--- config.mk ---
export PLATFORM = sky130hd
export DESIGN_NAME = vga_timing_gen
export DESIGN_NICKNAME = d
export VERILOG_FILES = /design/src/rtl/vga_timing_gen.sv
export SDC_FILE = /design/constraint.sdc
export NUM_CORES = 1
export LEC_CHECK = 0
export BUFFER_PORTS_ARGS = -buffer_cell sky130_fd_sc_hd__buf_4
export CAP_MARGIN = 20
export CORE_UTILIZATION = 50
export CTS_BUF_LIST = sky130_fd_sc_hd__clkbuf_16
export CTS_CLUSTER_DIAMETER = 120
export CTS_CLUSTER_SIZE = 14
export DETAILED_ROUTE_END_ITERATION = 7
export GPL_TIMING_DRIVEN = 1
export PLACE_DENSITY = 0.74
export SETUP_SLACK_MARGIN = 0.5
export SYNTH_ARGS = -nofsm -noshare
export SYNTH_HDL_FRONTEND = slang
export SYNTH_SLANG_ARGS = --single-unit
--- constraint.sdc ---
create_clock -name clk_50M -period 5.5 [get_ports clk_50M]
set_input_delay 1.1 -clock clk_50M [delete_from_list [all_inputs] [get_ports clk_50M]]
set_output_delay 1.1 -clock clk_50M [all_outputs]
set_load 0.02 [all_outputs]
--- src/rtl/vga_timing_gen.sv ---
// vga_timing_gen: parametrised raster timing generator.
// Produces the pixel strobe, h/v counters, sync pulses, blanking, line/frame
// strobes and a frame counter. Every output comes straight from a flop, so all
// outputs change on the same clock edge.
module vga_timing_gen #(
    parameter int CLK_DIV  = 2,
    parameter int H_ACTIVE = 640,
    parameter int H_FP     = 16,
    parameter int H_SYNC   = 96,
    parameter int H_BP     = 48,
    parameter int V_ACTIVE = 480,
    parameter int V_FP     = 10,
    parameter int V_SYNC   = 2,
    parameter int V_BP     = 33,
    parameter bit H_POL    = 1'b0,
    parameter bit V_POL    = 1'b0,
    parameter int CNT_W    = 10,
    parameter int FCNT_W   = 8
) (
    input  logic              clk_50M,
    input  logic              rst,
    input  logic              en,
    output logic              p_tick,
    output logic [CNT_W-1:0]  pixel_x,
    output logic [CNT_W-1:0]  pixel_y,
    output logic              hsync,
    output logic              vsync,
    output logic              video_on,
    output logic              line_start,
    output logic              frame_start,
    output logic [FCNT_W-1:0] frame_cnt
);

    localparam int H_TOTAL = H_ACTIVE + H_FP + H_SYNC + H_BP;
    localparam int V_TOTAL = V_ACTIVE + V_FP + V_SYNC + V_BP;
    localparam int DIV_W   = (CLK_DIV > 1) ? $clog2(CLK_DIV) : 1;

    localparam logic [DIV_W-1:0] DIV_LAST = DIV_W'(CLK_DIV - 1);
    localparam logic [CNT_W-1:0] H_LAST   = CNT_W'(H_TOTAL - 1);
    localparam logic [CNT_W-1:0] V_LAST   = CNT_W'(V_TOTAL - 1);

    localparam int H_SYNC_FIRST = H_ACTIVE + H_FP;
    localparam int H_SYNC_LAST  = H_ACTIVE + H_FP + H_SYNC - 1;
    localparam int V_SYNC_FIRST = V_ACTIVE + V_FP;
    localparam int V_SYNC_LAST  = V_ACTIVE + V_FP + V_SYNC - 1;

    logic [DIV_W-1:0]  div_cnt;
    logic [DIV_W-1:0]  div_next;
    logic              tick;
    logic [CNT_W-1:0]  x_next;
    logic [CNT_W-1:0]  y_next;
    logic [FCNT_W-1:0] fcnt_next;
    logic              line_wrap;
    logic              frame_wrap;
    logic              hsync_act_next;
    logic              vsync_act_next;
    logic              video_on_next;

    // Next-state of divider and raster counters; outputs decode these next values so they stay aligned
    always_comb begin
        tick       = en && (div_cnt == DIV_LAST);
        div_next   = div_cnt;
        x_next     = pixel_x;
        y_next     = pixel_y;
        fcnt_next  = frame_cnt;
        line_wrap  = 1'b0;
        frame_wrap = 1'b0;

        if (en) begin
            div_next = tick ? '0 : div_cnt + 1'b1;
        end

        if (tick) begin
            if (pixel_x == H_LAST) begin
                x_next    = '0;
                line_wrap = 1'b1;
                if (pixel_y == V_LAST) begin
                    y_next     = '0;
                    frame_wrap = 1'b1;
                    fcnt_next  = frame_cnt + 1'b1;
                end else begin
                    y_next = pixel_y + 1'b1;
                end
            end else begin
                x_next = pixel_x + 1'b1;
            end
        end

        hsync_act_next = (int'(x_next) >= H_SYNC_FIRST) && (int'(x_next) <= H_SYNC_LAST);
        vsync_act_next = (int'(y_next) >= V_SYNC_FIRST) && (int'(y_next) <= V_SYNC_LAST);
        video_on_next  = (int'(x_next) < H_ACTIVE) && (int'(y_next) < V_ACTIVE);
    end

    // State and output registers; reset wins over enable, strobes only fire on an actual wrap
    always_ff @(posedge clk_50M) begin
        if (rst) begin
            div_cnt     <= '0;
            p_tick      <= 1'b0;
            pixel_x     <= '0;
            pixel_y     <= '0;
            frame_cnt   <= '0;
            hsync       <= ~H_POL;
            vsync       <= ~V_POL;
            video_on    <= 1'b1;
            line_start  <= 1'b0;
            frame_start <= 1'b0;
        end else begin
            div_cnt     <= div_next;
            p_tick      <= en && (div_next == DIV_LAST);
            pixel_x     <= x_next;
            pixel_y     <= y_next;
            frame_cnt   <= fcnt_next;
            hsync       <= hsync_act_next ? H_POL : ~H_POL;
            vsync       <= vsync_act_next ? V_POL : ~V_POL;
            video_on    <= video_on_next;
            line_start  <= line_wrap;
            frame_start <= frame_wrap;
        end
    end

endmodule
# After elaboration in Yosys (flattened, before gate mapping)
# Cells that the tools add are included.
[op_classes]
addsub = 4
n_lt_le_gt_ge = 6
eq_ne = 2
mux = 11
bitwise = 2
n_reduce_logical = 8
[ops]
columns = ["operator", "count"]
rows = [
  ["$mux 10", 5],
  ["$add 10x1->10 const B", 2],
  ["$eq 10x10->1 const B", 2],
  ["$ge 10x10->1 const B", 1],
  ["$ge 10x9->1 const B", 1],
  ["$le 10x10->1 const B", 1],
  ["$le 10x9->1 const B", 1],
  ["$lt 10x10->1 const B", 1],
  ["$lt 10x9->1 const B", 1],
  ["$add 8x1->8 const B", 1],
  ["$mux 1", 6],
  ["$logic_and 1x1->1", 5],
  ["$reduce_and 3->1", 1],
  ["$reduce_or 3->1", 1],
  ["$not 1->1", 2],
  ["$reduce_or 2->1", 1],
  ["$add 1x1->1 const B", 1],
]
[word_totals]
register_bits = 35
in_bits = 3
out_inout_bits = 34
word_cells = 43

# Logic depth before layout (Yosys ltp)
[logic_depth]
ltp_word = 7
mapped_depth = 10
ltp_nobuf = 8

# Worst setup path after synthesis
# Ideal clock, no wire load.
[synth_path]
kind = "input to register"
startpoint = "input port en"
endpoint = "register vsync"
setup_ns = 0.138
arrival_ns = 2.609
t_required_ns = 5.362
slack_ns = 2.753
path_stages = 10
n_path_buf = 3
cell_sequence = "ha_1 -> buf_2 -> and3_1 -> buf_2 -> and3_1 -> buf_2 -> o2111a_1 -> a31oi_1 -> nor4_1 -> nand3_1"
[synth_between]
elab_chain_len = 5
word_cells_on_any_way = 6
cone_classes = "order compare: 2; mux: 2; reduce/logical: 2"
[synth_rtl]
columns = ["item", "line_no", "rtl"]
rows = [
  ["from (decl)", "22", "input logic en,"],
  ["$logic_and 1x1->1 (*)", "61", "tick = en && (div_cnt == DIV_LAST);"],
  ["$mux 10 (*)", "73", "if (tick) begin"],
  ["$ge 10x9->1 / $le 10x9->1 (equally long branches)", "90", "vsync_act_next = (int'(y_next) >= V_SYNC_FIRST) && (int'(y_next) <= V_SYNC_LAST);"],
  ["$logic_and 1x1->1 (*)", "90", ""],
  ["$mux 1 (*)", "114", "vsync <= vsync_act_next ? V_POL : ~V_POL;"],
  ["to (signal assigned)", "103", "vsync <= ~V_POL;"],
  ["to (signal assigned)", "114", ""],
  ["to (decl)", "27", "output logic vsync,"],
]
# Mark *: on every way between the ends. The rest lies on a longest branch, timed or not.
# A chain may end at the register's enable or synchronous reset.

# Final worst setup path
# Ends and elaborated chain as after synthesis.

==> flow_summary.yaml <==
route:
  length_of_the_first_detailed_routing_pass_in_iterations: 4
  detail_route.wirelength_mm: 4.01
  vias: 1673
  detail_route.wl_per_cell_um: 13.3
  detail_route.iter0.violations: 123
  antenna_left: 0
  route.detailed.drc: 0
  viasPerCell: 5.56
final_layout:
  multi_input_area_sq_um: 1040
  layout.core_utilization_pct: 65.3
  nets: 263
  mostFrequentLayoutCell: "sky130_fd_sc_hd__buf_4"
  sequential_cell_area_sq_um: 701
  layout.filler_cells: 321
  syn2layout_area_growth_pct: 23.1
  diodes: 0
  share_of_layout_cells_above_drive_strength_1_pct: 18.8
  fin_cells: 301
  commonest_non_fill_non_tap_cells_in_the_layout: "sky130_fd_sc_hd__buf_4, sky130_fd_sc_hd__dfxtp_1, sky130_fd_sc_hd__nor2_1"
clock_network:
  insertion_delay_ns: 0.28
  cts_resized: 0
  numCtsBuffers: 5
  cts-root-buf: "sky130_fd_sc_hd__clkbuf_16"
  cts_tree: "done"
  clock_sink_count: 35
  htree_num_levels: 2
  post_cts_buffers: 0
  clkSlewWorstSetupHoldPaths_ns: 0.05
  cts-root-to-sink-buffers: 2
  ctsHoldBuffers: 0
floorplan:
  floorplan.core_area_sq_um: 3420
  design.portCount: 37
  initial_core_util_pct: 53.0
  core.rowCount: 21
  die_h_um: 62.2
  die_width_um: 62.2
  fp.dieArea_sq_um: 3870
timing:
  layout_min_cycle_time_ns: 3.18
  slew_headroom_pct: 54.3
  setup_total_negative_slack_ns: 0
  timing.final.max_slew_violations: 0
  max_slew.worst_pin.slew_ns: 0.685
  rsz0062_at_grt: "false"
  setup_violations: 0
  clock_skew_ns: 0.00468
  achievable-frequency_mhz: 314
  layout_worst_path_cycle_share_pct: 57.8
  worst_slack_ns: 2.32
  final-hold-violation-count: 0
worst_setup_path:
  ff2ff_path_depth: 7
  path_class: "primary input to register"
  startpoint_type: "primary input"
  worst_ep_arrival_time_ns: 3.32
  critical_path_end_type: "register"
  critical_path_required_ns: 5.64
  worst-path-max-fanout: 15
  r2r-end: "vsync"
  setup.reg_to_reg.worst_slack_ns: 2.89
  worstReg2RegStart: "div_cnt"
synthesis:
  synth_async_sr_flop_share_pct: 0
  post_synth_instance_area_sq_um: 1810
  postSynthNetCount: 231
  ys.warnings.count: 0
  post_synth.cell_area_avg_sq_um: 8.16
  synth_top_cell_area_share_pct: 38.7
  ys_seq_elements: 35
  number_of_flops_mapped_to_enable_cells_by_yosys: 0
  netlist.top_cell.by_area: "sky130_fd_sc_hd__dfxtp_1"
  yosysSeqAreaShare_pct: 38.7
  netlist-cell-type-count: 42
  synth.top_cells.by_area: "sky130_fd_sc_hd__dfxtp_1, sky130_fd_sc_hd__nor2_1, sky130_fd_sc_hd__xnor2_1, sky130_fd_sc_hd__xor2_1, sky130_fd_sc_hd__ha_1"
  yosys_most_used_dff: "sky130_fd_sc_hd__dfxtp_1"
  postSynthCellCount: 222
global_routing:
  grt_pass1_vias: 1527
  grt_max_degree: 36
  global_route.usage.met1_pct: 29.6
  global_route.usage.met3_pct: 5.33
  globalRouteTotalUtil_pct: 22.4
  globalRouteOverflowTotal: 0
  use_met2_pct: 34.6
  antenna_violations_before_repair: 0
  grt-busiest-layer: "met2"
  grt_first_pass_wirelength_mm: 6.86
placed_design:
  io_buffer_count: 36
  post-place-ws_ns: 2.08
  post-place-cells: 293
  dp.final_hpwl_mm: 2.78
  routabilityCongestion: 0.884
pwr:
  power.density_cell_area_nw_per_um2: 238
  peakVddDrop_mv: 0.193
  total_power_mw: 0.531
  static-leakage-power_nw: 0.871
min_path:
  timing.hold.worst_endpoint: "frame_cnt[7]"
  hold_start: "frame_cnt[7]"
  hold_class: "register to register"
  min_delay_path_depth: 2
status:
  run_status: "completed"
flow_run:
  max_cap_violation_count: 0
==> power by group <==
part           switching (mW)  internal, mW  leakage (nW)
Sequential            0.00151         0.256         0.283
Clock                  0.0966         0.163        0.0762
Combinational         0.00858       0.00528         0.512
Total                   0.107         0.424         0.871
==> metal layers <==
layer  up-vias  share of wire (%)
li1        841                  -
met1       776                 47
met2        49                 46
met3         7                5.8
met4         0                1.3
met5         -                  0
==> area by class of cell <==
| cell class | instances | area share, % |
|---|---|---|
| clock buffers | 5 | 5.61 |
| flip-flops and latches | 35 | 31.4 |
| repair buffers | 36 | 12.1 |
| well taps | 46 | 2.58 |
| multi-input cells | 170 | 46.7 |
| clock inverters | 3 | 0.561 |
| inverters | 6 | 1.01 |
==> cell usage after synthesis, types with 4 or more instances <==
master and number:
sky130_fd_sc_hd__dfxtp_1 35, sky130_fd_sc_hd__xor2_1 9, sky130_fd_sc_hd__clkbuf_1 6, sky130_fd_sc_hd__nand2b_1 4
sky130_fd_sc_hd__nor3_1 15, sky130_fd_sc_hd__nand3_1 10, sky130_fd_sc_hd__o21ai_0 10, sky130_fd_sc_hd__ha_1 6
sky130_fd_sc_hd__and3_1 6, sky130_fd_sc_hd__a21oi_1 10, sky130_fd_sc_hd__nor2_1 27, sky130_fd_sc_hd__xnor2_1 11
sky130_fd_sc_hd__nor4_1 4, sky130_fd_sc_hd__buf_2 4, sky130_fd_sc_hd__nand2_1 20, sky130_fd_sc_hd__nand4_1 5
sky130_fd_sc_hd__inv_1 6
==> stage by stage <==
step / hold slack, ns / instance area, sq um
3_5_place_dp: 0.512 / 2090
3_3_place_gp: 0.505 / 2090
6_report: 0.520 / 2230
5_1_grt: 0.570 / 2230
2_1_floorplan: 0.522 / 1810
4_1_cts: 0.523 / 2230
==> critical path: stages <==
cell and delay (ns):
sky130_fd_sc_hd__buf_4 0.09, sky130_fd_sc_hd__ha_1 0.27, sky130_fd_sc_hd__and3_1 0.33, sky130_fd_sc_hd__nand3_1 0.52, sky130_fd_sc_hd__nor3_1 0.38, sky130_fd_sc_hd__xnor2_1 0.12
sky130_fd_sc_hd__nor4_1 0.37, sky130_fd_sc_hd__nand3_1 0.14
==> registers in the layout, summed over array words and instances (netlist names) <==
signal       cells
line_start       1
vsync            1
div_cnt          1
hsync            1
p_tick           1
pixel_x         10
frame_cnt        8
pixel_y         10
video_on         1
frame_start      1
==> kinds of logic after synthesis <==
| kind of cell | count (synthesis) | synth area share, % |
|---|---|---|
| muxes | 2 | 1.11 |
| AOI/OAI and AO/OA | 28 | 9.12 |
| adders and majority gates | 6 | 4.14 |
| buffers and inverters | 17 | 3.80 |
| xor gates and xnor gates | 20 | 9.67 |
| and+or+nand+nor | 114 | 33.5 |
| DFF | 35 | 38.7 |
==> worst max-delay path by stage <==
stage | startpoint | end | depth (start not counted)
after CTS | en | vsync | 8
after global routing | en | frame_cnt[7] | 8
after floorplan | en | vsync | 10
final | en | vsync | 8
after global placement | en | vsync | 8
after detailed placement | en | vsync | 8
(Power assumes the default switching activity.)
